===== config.mk =====
export PLATFORM = sky130hd
export DESIGN_NAME = branch_update_queue
export DESIGN_NICKNAME = d
export VERILOG_FILES = /design/src/rtl/branch_update_queue_pkg.sv /design/src/rtl/branch_update_fifo.sv /design/src/rtl/branch_update_queue.sv
export SDC_FILE = /design/constraint.sdc
export NUM_CORES = 1
export LEC_CHECK = 0
export ABC_AREA = 1
export CAP_MARGIN = 20
export CORE_ASPECT_RATIO = 1.75
export CORE_MARGIN = 8
export CORE_UTILIZATION = 35
export CTS_CLUSTER_SIZE = 28
export DETAILED_ROUTE_END_ITERATION = 7
export HOLD_SLACK_MARGIN = 0.08
export SLEW_MARGIN = 20
export SYNTH_ARGS = -nofsm -noshare
export SYNTH_HDL_FRONTEND = slang
export SYNTH_SLANG_ARGS = --single-unit

===== constraint.sdc =====
create_clock -name clk -period 5.2 [get_ports clk]
set_clock_uncertainty 0.05 [all_clocks]
set_input_delay 1.04 -clock clk [delete_from_list [all_inputs] [get_ports clk]]
set_output_delay 1.04 -clock clk [all_outputs]
set_load 0.1 [all_outputs]

===== src/rtl/branch_update_queue_pkg.sv =====
// branch_update_queue_pkg: queue depth default, entry width and field offsets.
package branch_update_queue_pkg;
  localparam int BUQ_DEPTH_BITS = 3;
  localparam int BUQ_ENTRY_W = 35;
  localparam int BUQ_PRED_OFF = 0;
  localparam int BUQ_BHT_OFF = 1;
  localparam int BUQ_PHT_OFF = 2;
  localparam int BUQ_ADDR_OFF = 3;
  function automatic logic [31:0] sat_inc(input logic [31:0] v, input logic en);
    return (en && v != '1) ? v + 32'd1 : v;
  endfunction
endpackage


===== src/rtl/branch_update_fifo.sv =====
// branch_update_fifo: circular entry storage with pointers, count and a clear that overrides push/pop.
module branch_update_fifo
  import branch_update_queue_pkg::*;
#(
  parameter int DB = BUQ_DEPTH_BITS
) (
  input  logic                   clk,
  input  logic                   rst,
  input  logic                   clr_i,
  input  logic                   push_i,
  input  logic                   pop_i,
  input  logic [BUQ_ENTRY_W-1:0] wdata_i,
  output logic [BUQ_ENTRY_W-1:0] rdata_o,
  output logic                   full_o,
  output logic                   empty_o
);
  logic [DB-1:0] head_q, tail_q;
  logic [DB:0] count_q;
  logic [BUQ_ENTRY_W-1:0] mem_q [2**DB];
  assign rdata_o = mem_q[head_q];
  assign full_o = count_q[DB];
  assign empty_o = count_q == '0;
  always_ff @(posedge clk) begin
    if (rst || clr_i) begin
      head_q <= '0;
      tail_q <= '0;
      count_q <= '0;
    end else begin
      head_q <= head_q + DB'(pop_i);
      tail_q <= tail_q + DB'(push_i);
      count_q <= count_q + (DB+1)'(push_i) - (DB+1)'(pop_i);
    end
  end
  always_ff @(posedge clk) begin
    if (push_i && !clr_i) mem_q[tail_q] <= wdata_i;
  end
endmodule


===== src/rtl/branch_update_queue.sv =====
// branch_update_queue: in-order branch prediction record, retired at EX into the predictor correct port.
// Optional BUQ_PERF_CNT_EN adds saturating resolved/mispredict/dropped counters.
module branch_update_queue
  import branch_update_queue_pkg::*;
#(
  parameter int DEPTH_BITS = BUQ_DEPTH_BITS
) (
  input  logic        clk,
  input  logic        rst,
  input  logic        push_valid_i,
  input  logic [31:0] push_addr_i,
  input  logic        push_pht_flag_i,
  input  logic        push_bht_flag_i,
  input  logic        push_pred_flag_i,
  output logic        push_ready_o,
  input  logic        res_valid_i,
  input  logic [31:0] res_addr_i,
  input  logic        res_taken_i,
  input  logic        flush_i,
  output logic        corr_valid_o,
  output logic [31:0] corr_addr_o,
  output logic        corr_pht_branch_flag_o,
  output logic        corr_bht_branch_flag_o,
  output logic        corr_branch_flag_o,
  output logic        mispredict_o,
  output logic        desync_o
`ifdef BUQ_PERF_CNT_EN
  ,
  output logic [31:0] perf_resolved_o,
  output logic [31:0] perf_mispred_o,
  output logic [31:0] perf_dropped_o
`endif
);
  logic [BUQ_ENTRY_W-1:0] head;
  logic full, empty, push_ok, pop_req, hit, retire, desync, miss;
  logic corr_valid_q, corr_valid_d, corr_pht_q, corr_pht_d, corr_bht_q, corr_bht_d;
  logic corr_flag_q, corr_flag_d, mispredict_q, mispredict_d, desync_q, desync_d;
  logic [31:0] corr_addr_q, corr_addr_d;
  assign push_ready_o = !full;
  assign push_ok = push_valid_i && !full && !flush_i;
  assign pop_req = res_valid_i && !empty;
  assign hit = head[BUQ_ADDR_OFF +: 32] == res_addr_i;
  assign retire = pop_req && hit;
  assign desync = pop_req && !hit;
  assign miss = retire && (head[BUQ_PRED_OFF] ^ res_taken_i);
  // The head is retired before a same-cycle flush or desync wipes the queue.
  branch_update_fifo #(.DB(DEPTH_BITS)) u_fifo (
    .clk     (clk),
    .rst     (rst),
    .clr_i   (flush_i || desync),
    .push_i  (push_ok),
    .pop_i   (retire),
    .wdata_i ({push_addr_i, push_pht_flag_i, push_bht_flag_i, push_pred_flag_i}),
    .rdata_o (head),
    .full_o  (full),
    .empty_o (empty)
  );
  always_comb begin
    corr_valid_d = retire;
    mispredict_d = miss;
    desync_d = desync;
    corr_addr_d = retire ? head[BUQ_ADDR_OFF +: 32] : corr_addr_q;
    corr_pht_d = retire ? head[BUQ_PHT_OFF] : corr_pht_q;
    corr_bht_d = retire ? head[BUQ_BHT_OFF] : corr_bht_q;
    corr_flag_d = retire ? res_taken_i : corr_flag_q;
  end
  always_ff @(posedge clk) begin
    if (rst) begin
      corr_valid_q <= 1'b0;
      corr_addr_q <= '0;
      corr_pht_q <= 1'b0;
      corr_bht_q <= 1'b0;
      corr_flag_q <= 1'b0;
      mispredict_q <= 1'b0;
      desync_q <= 1'b0;
    end else begin
      corr_valid_q <= corr_valid_d;
      corr_addr_q <= corr_addr_d;
      corr_pht_q <= corr_pht_d;
      corr_bht_q <= corr_bht_d;
      corr_flag_q <= corr_flag_d;
      mispredict_q <= mispredict_d;
      desync_q <= desync_d;
    end
  end
  assign corr_valid_o = corr_valid_q;
  assign corr_addr_o = corr_addr_q;
  assign corr_pht_branch_flag_o = corr_pht_q;
  assign corr_bht_branch_flag_o = corr_bht_q;
  assign corr_branch_flag_o = corr_flag_q;
  assign mispredict_o = mispredict_q;
  assign desync_o = desync_q;
`ifdef BUQ_PERF_CNT_EN
  logic [31:0] perf_res_q, perf_mis_q, perf_drop_q;
  always_ff @(posedge clk) begin
    if (rst) begin
      perf_res_q <= '0;
      perf_mis_q <= '0;
      perf_drop_q <= '0;
    end else begin
      perf_res_q <= sat_inc(perf_res_q, retire);
      perf_mis_q <= sat_inc(perf_mis_q, miss);
      perf_drop_q <= sat_inc(perf_drop_q, push_valid_i && !flush_i && (full || desync));
    end
  end
  assign perf_resolved_o = perf_res_q;
  assign perf_mispred_o = perf_mis_q;
  assign perf_dropped_o = perf_drop_q;
`endif
endmodule


==> results of run 1 <==
==> cell usage in the layout, fill, tap and decap left out, types with 2 or more instances in the layout <==
master	instances
nand3b_1	7
buf_4	23
bufinv_16	3
nand3_2	2
clkbuf_16	29
o221ai_1	2
nand4_1	33
nand3_1	169
dfxtp_1	46
clkbuf_1	2
nand2_1	412
nor2_1	155
clkdlybuf4s50_1	111
o22ai_1	3
xor2_1	2
o21ai_1	7
clkinv_2	9
buf_12	7
clkinv_1	8
o21ai_0	38
inv_2	3
clkinvlp_4	3
nor2_4	10
ha_1	9
xnor2_1	3
inv_1	277
a21oi_1	2
edfxtp_1	280
==> synth_stat cells, types with 4 or more instances <==
cell,n,share of area (%)
buf_1,6,0.15
edfxtp_1,280,58
inv_2,4,0.10
o21ai_0,38,1.3
nand2_1,412,11
nand3_1,169,5.8
inv_1,277,7.1
ha_1,9,0.77
dfxtp_1,48,6.6
nand4_1,33,1.4
nor2_1,163,4.2
buf_6,5,0.39
o21ai_1,7,0.24
buf_2,39,1.3
nand3b_1,7,0.36
clkbuf_1,16,0.41
buf_4,4,0.21
==> critical path, cell delays in order (launching register included) <==
cell	delay, ns
dfxtp_4	0.69
clkinv_2	0.21
buf_12	0.22
o21ai_0	0.21
nand3_1	0.15
nand2_1	0.18
nand2_1	0.06
nand2_1	0.13
nand2_1	0.09
nor2_1	0.09
nand2_1	0.09
nor2_4	0.11
buf_4	0.40
nand3_2	0.13
inv_1	0.14
ha_1	0.24
inv_1	0.06
ha_1	0.17
inv_1	0.08
fa_1	0.41
xor2_1	0.16
nor2_1	0.07
==> cell type report <==
type / count / area (um2) / share of cell area (%)
flip-flops and latches: 328 / 9370 / 54.1
multi-input cells: 858 / 3850 / 22.2
repair buffers: 141 / 1420 / 8.22
well taps: 555 / 694 / 4.01
clock inverters: 22 / 188 / 1.08
inverters: 282 / 1060 / 6.12
clock buffers: 31 / 733 / 4.23
==> per-layer routing <==
layer	vias to the layer above	track usage (%)	share of wire, %	wire [um]
met5	-	0	0	0
met4	0	7.15	3.9	1540
met3	67	2.86	5.9	2370
met2	291	29.8	51	20400
met1	4991	18.6	39	15500
li1	5109	-	-	-
==> registers in the layout, summed over array words and instances, names as in the netlist <==
| signal | cells |
|---|---|
| corr_addr_o | 32 |
| desync_o | 1 |
| corr_branch_flag_o | 1 |
| u_fifo.mem_q | 280 |
| corr_pht_branch_flag_o | 1 |
| corr_bht_branch_flag_o | 1 |
| mispredict_o | 1 |
| u_fifo.count_q | 4 |
| u_fifo.tail_q | 3 |
| u_fifo.head_q | 3 |
| corr_valid_o | 1 |
==> worst max path at each step <==
stage | end | slack [ns]
after floorplan | u_fifo.mem_q[0][0] | 1.33
after global placement | u_fifo.count_q[2] | 0.96
after detailed placement | u_fifo.count_q[2] | 0.90
after CTS | u_fifo.mem_q[6][29] | 0.89
after global routing | u_fifo.count_q[2] | 0.59
final | u_fifo.count_q[2] | 0.82
==> report_power, final <==
part	internal, W	switching [W]	leakage [nW]
sequential	0.00287	0.00000423	2.92
clock	0.00117	0.000966	0.449
combinational	0.0000837	0.000138	3.74
total	0.00412	0.00111	7.10
==> cells by family (layout without fill, tap and decap cells) <==
family	Yosys count	after routing	share of synthesized area (%)
xor+xnor	5	5	0.301
flops	328	328	64.3
buf+inv	352	476	9.77
compound gates	54	54	1.98
simple gates	789	789	22.7
fa+ha+maj	10	10	0.911
==> through the flow <==
stage,worst slack (ns),utilization (%)
after global placement,0.957,39.6
after detailed placement,0.904,39.6
final,0.816,41.9
after CTS,0.887,41.9
after floorplan,1.33,-
after global routing,0.587,41.9
==> metrics.md, run 1 <==
| Metric | Value |
|---|---|
| CTS H-tree depth | 1 |
| CP startpoint | u_fifo.head_q[0] |
| Starting Density | between 30% and 40% |
| Clk slew on worst S/H paths | 0.07 ns |
| Dominant synthesized flop cell | edfxtp_1 |
| Initial antenna violation count | 0 |
| Num ports | 112 |
| Resized cells post-CTS | 0 |
| Fin crit share | approximately 84% |
| Mapped cell area | 14600 um2 |
| Synthesized area per cell | 9.47 um2 |
| CP endpoint kind | flip-flop |
| TritonCTS buffer count | 29 |
| Pwr Density | between 300 and 400 nW/um2 |
| Drt drc | 0 |
| Std-Cell Rows | 99 |
| CTS Hold Bufs | 0 |
| R2R Path End | u_fifo.count_q[2] |
| 1st-iter DRT viols | 721 |
| Yosys cell types | 29 |
| Final-stage net count | approximately 1700 |
| Area growth syn-to-layout | 18.9% |
| Fin. Hold Viols | 0 |
| IO Port Bufs | 111 |
| Worst-Margin Slew | between 1 and 1.5 ns |
| Final Non-Filler Cells | 2217 |
| Root Driver | clkbuf_16 |
| Final TNS setup | 0 ns |
| Final RePlAce weighted congestion | approximately 0.86 |
| Headroom to the max-slew limit | between 20% and 30% |
| Number of synthesized register bits | 328 |
| Die width | about 170 um |
| Number of synthesized flops with an enable pin | 280 |
| Total congestion overflow | 0 |
| Detailed Routing Iterations Pass 1 | 5 |
| Pin count of the biggest net entering global routing | 78 |
| Share of layout cells above drive strength 1 | 5.60% |
| Min Hold Slack | 0.459 ns |
| Antenna viol nets, final | 0 |
| Setup Fix Bufs, Post-CTS | 0 |
| Worst hold endpoint | corr_addr_o[17] |
| Leakage | 7.10 nW |
| Core area | 41400 um2 |
| N_diodes | 0 |
| VDD IR-drop max | ~0.2 mV |
| GRT Resource Usage Total | 16.5% |
| Worst Setup Start Kind | flip-flop |
| Global-route wire length before repair | 61400 um |
| Fmax achieved | around 230 MHz |
| Chip height | 286 um |
| RSZ-0062 raised after global routing | no |
| Register-to-Register Setup Slack | approximately 0.82 ns |
| Fin area | 17300 um2 |
| Req. time, crit path | 5.60 ns |
| CP Max Fanout | 62 |
| Critical Path AT | approximately 4.8 ns |
| Share of synthesized registers carrying an async set or reset | 0% |
| Placed insts | 2164 |
| CTS tree | built |
| Post-Syn Nets | about 1600 |
| Vias in the first global route | roughly 11000 |
| Critical path class | reg2reg |
| Cell Area, Placed | 16400 um2 |
| Routed Wire Length | between 30000 and 40000 um |
| R2R depth | 21 |
| Status | finished clean |
| Min cycle time layout | 4.38 ns |
| Worst min path class | reg2reg |
| Clk_lat worst skew | 0.57 ns |
| Syn Inst Count | 1538 |
| Max Cap Viol | 0 |
| Via count | 10500 |
| Seq/Total Area, Yosys | 64.3% |
| Via density | ~4.7 |
| Fillcell total | 3978 |
| Design Power | 0.00523 W |
| Final setup fails | 0 |
| Clock sinks | 328 |
| Wire length per cell | 18.0 um |
| Yosys warns | 0 |
| Hold depth | 4 |
| CTS max path bufs | 3 |
| Reg2Reg Launch Point | u_fifo.head_q[0] |
| Hpwl dp | 27000 um |
| Final Max Slew Viols | 0 |
| Die area | 48700 um2 |
| Hold wc startpoint | corr_addr_o[17] |
Power figures use the tool's default switching activity.
==> run 2, diff against run 1 <==
clock period = 3.9 ns   (was 5.2 ns; I/O delays follow)
==> metrics.md, run 2 (synthesis gave the netlist of run 1 again) <==
| Metric | Value |
|---|---|
| Status | finished clean |
| Chip height | 286 um |
| N_diodes | 0 |
| Antenna viol nets, final | 0 |
| Final RePlAce weighted congestion | around 0.79 |
| Min cycle time layout | 3.64 ns |
| Pwr Density | 390 nW/um2 |
| Routed wl met3 | 2090 um |
| Largest register FFs | 280 |
| Final Util | 42.6% |
| Drt drc | 0 |
| CTS tree | built |
| R2R Path End | u_fifo.mem_q[3][31] |
| Clock network power share | 39.9% |
| Crit path cell chain | inv_6 > buf_16 > buf_12 > nand2_1 > nand3_1 > nand3_1 > nand2_1 > nand2_1 > nand2_1 > nand2_1 > nor2_2 > nand2_1 > nor2_4 > buf_4 > nand2_1 > nand2_1 > nand3_1 > nor2_4 > buf_12 |
| Initial antenna violation count | 1 |
| Core area | 41400 um2 |
| Top sig layer | met5 |
| Pint | 0.00544 W |
| Crit-path slowest cell | dfxtp_4 |
| Via density | 4.69 |
| Fillcell total | 4007 |
| Fmax achieved | approximately 280 MHz |
| RSZ-0062 raised after global routing | no |
| Resized cells post-CTS | 0 |
| Clock sinks | ~330 |
| Hpwl dp | 27000 um |
| IO Port Bufs | between 100 and 150 |
| Global-route wire length before repair | about 60000 um |
| CTS Hold Bufs | 0 |
| Most used cell, CP | nand2_1 |
| Leakage | 7.23 nW |
| TritonCTS buffer count | 29 |
| Fin crit share | 93.2% |
| Max Cap Viol | 0 |
| Buffers & Inverters on Critical Path | 5 |
| Wire length per cell | 17.5 um |
| Total congestion overflow | 0 |
| Hold wc startpoint | corr_addr_o[8] |
| Die width | 170 um |
| Placed insts | between 2000 and 2500 |
| Starting Density | 35.2% |
| Worst Setup Start Kind | flip-flop |
| Detailed Routing Iterations Pass 1 | 5 |
| Register-to-Register Setup Slack | 0.26 ns |
| CTS H-tree depth | 1 |
| Share of layout cells above drive strength 1 | ~6.3% |
| Final TNS setup | 0 ns |
| CP endpoint kind | flip-flop |
| Sw Share | 20.9% |
| Final Max Slew Viols | 0 |
| Critical path class | reg2reg |
| Metal2 WL | 20200 um |
| Net switching power | between 0.001 and 0.0015 W |
| Area growth syn-to-layout | 21.0% |
| CTS max path bufs | 3 |
| Headroom to the max-slew limit | 31.5% |
| Hold depth | 4 |
| Commonest non-fill, non-tap cell in the layout | nand2_1 |
| Routed metal-1 wire length | about 16000 um |
| CP top delay family | simple AND/OR/NAND/NOR gates |
| Sequential Power Share | 55.7% |
| Clk_lat worst skew | 0.57 ns |
| Root Driver | clkbuf_16 |
| Num ports | 112 |
| R2R depth | 19 |
| CP max stage delay | 0.38 ns |
| Req. time, crit path | between 4 and 5 ns |
| Std-Cell Rows | 99 |
| Final-stage net count | 1744 |
| Fin area | 17600 um2 |
| Biggest register | u_fifo.mem_q |
| Setup Fix Bufs, Post-CTS | 0 |
| Worst-Margin Slew | 1.02 ns |
| Routed Wire Length | around 39000 um |
| VDD IR-drop max | 0.322 mV |
| CP startpoint | u_fifo.head_q[0] |
| Vias in the first global route | approximately 10000 |
| Fin. Hold Viols | 0 |
| Clk slew on worst S/H paths | 0.07 ns |
| Final setup fails | 0 |
| GRT Resource Usage Total | 16.0% |
| CP Max Fanout | 29 |
| Pin count of the biggest net entering global routing | 82 |
| Cell Area, Placed | 16700 um2 |
| 1st-iter DRT viols | 657 |
| Via count | 10500 |
| Worst min path class | reg2reg |
| Logic pwr share | 4.4% |
| Final Non-Filler Cells | approximately 2200 |
| Worst hold endpoint | corr_addr_o[8] |
| Commonest cells after routing, fill and taps aside | nand2_1 (412), edfxtp_1 (280), inv_1 (277) |
| Reg2Reg Launch Point | u_fifo.head_q[0] |
| Die area | 48700 um2 |
| Critical Path AT | 3.84 ns |
-- run 2: cell count changes in the layout (fill, tap and decap cells not counted), moves of 2 or more --
cell | previous run | this run
clkinv_2 | 9 | 1
clkbuf_1 | 2 | 8
buf_4 | 23 | 31
buf_12 | 7 | 18
clkinv_1 | 8 | 11
clkinvlp_4 | 3 | 1
-- run 2: worst max path at each step --
stage                     endpoint  slack, ns  cells past startpoint
2_1_floorplan   u_fifo.mem_q[0][0]       0.08                     18
3_3_place_gp     u_fifo.count_q[2]       0.08                     21
3_5_place_dp    u_fifo.mem_q[3][6]       0.06                     18
4_1_cts        u_fifo.mem_q[3][31]       0.03                     18
5_1_grt          u_fifo.count_q[2]       0.05                     22
6_report       u_fifo.mem_q[3][31]       0.26                     19
-- run 2: area by class of cell --
cell class	count	area [um2]	area share, %
inverters	282	1060	6.03
repair buffers	162	1760	9.97
multi-input cells	858	3850	21.9
clock buffers	37	756	4.29
clock inverters	16	128	0.724
well taps	555	694	3.94
flip-flops and latches	328	9370	53.2
-- run 2: stage by stage --
step / hold WS, ns / setup slack (ns) / total power (W)
2_1_floorplan: 0.507 / 0.0764 / 0.00402
3_3_place_gp: 0.454 / 0.0783 / 0.00421
3_5_place_dp: 0.446 / 0.0627 / 0.00421
4_1_cts: 0.458 / 0.0333 / 0.00697
5_1_grt: 0.486 / 0.0501 / 0.00711
6_report: 0.457 / 0.264 / 0.00688
-- run 2: power by group through the flow --
| stage | registers (W) | logic [W] | clock network, W |
|---|---|---|---|
| floorplan | 0.00391 | 0.000106 | 0 |
| CTS | 0.00383 | 0.000308 | 0.00283 |
| global route | 0.00383 | 0.000332 | 0.00295 |
| global placement | 0.00391 | 0.000303 | 0 |
| detailed placement | 0.00391 | 0.000307 | 0 |
| finish | 0.00383 | 0.000304 | 0.00274 |
-- run 2: layer usage --
layer,vias to the layer above,track usage [%]
met5,-,0
met4,2,5.99
met3,63,2.50
met2,271,28.8
met1,4993,18.7
li1,5160,-
-- run 2: tightest hold or removal path: cells and delay by family, from the launching register on --
family	cells	cell delay, ns
buffers and inverters	2	0.08
flip-flops	1	0.31
AND/OR/NAND/NOR	2	0.07
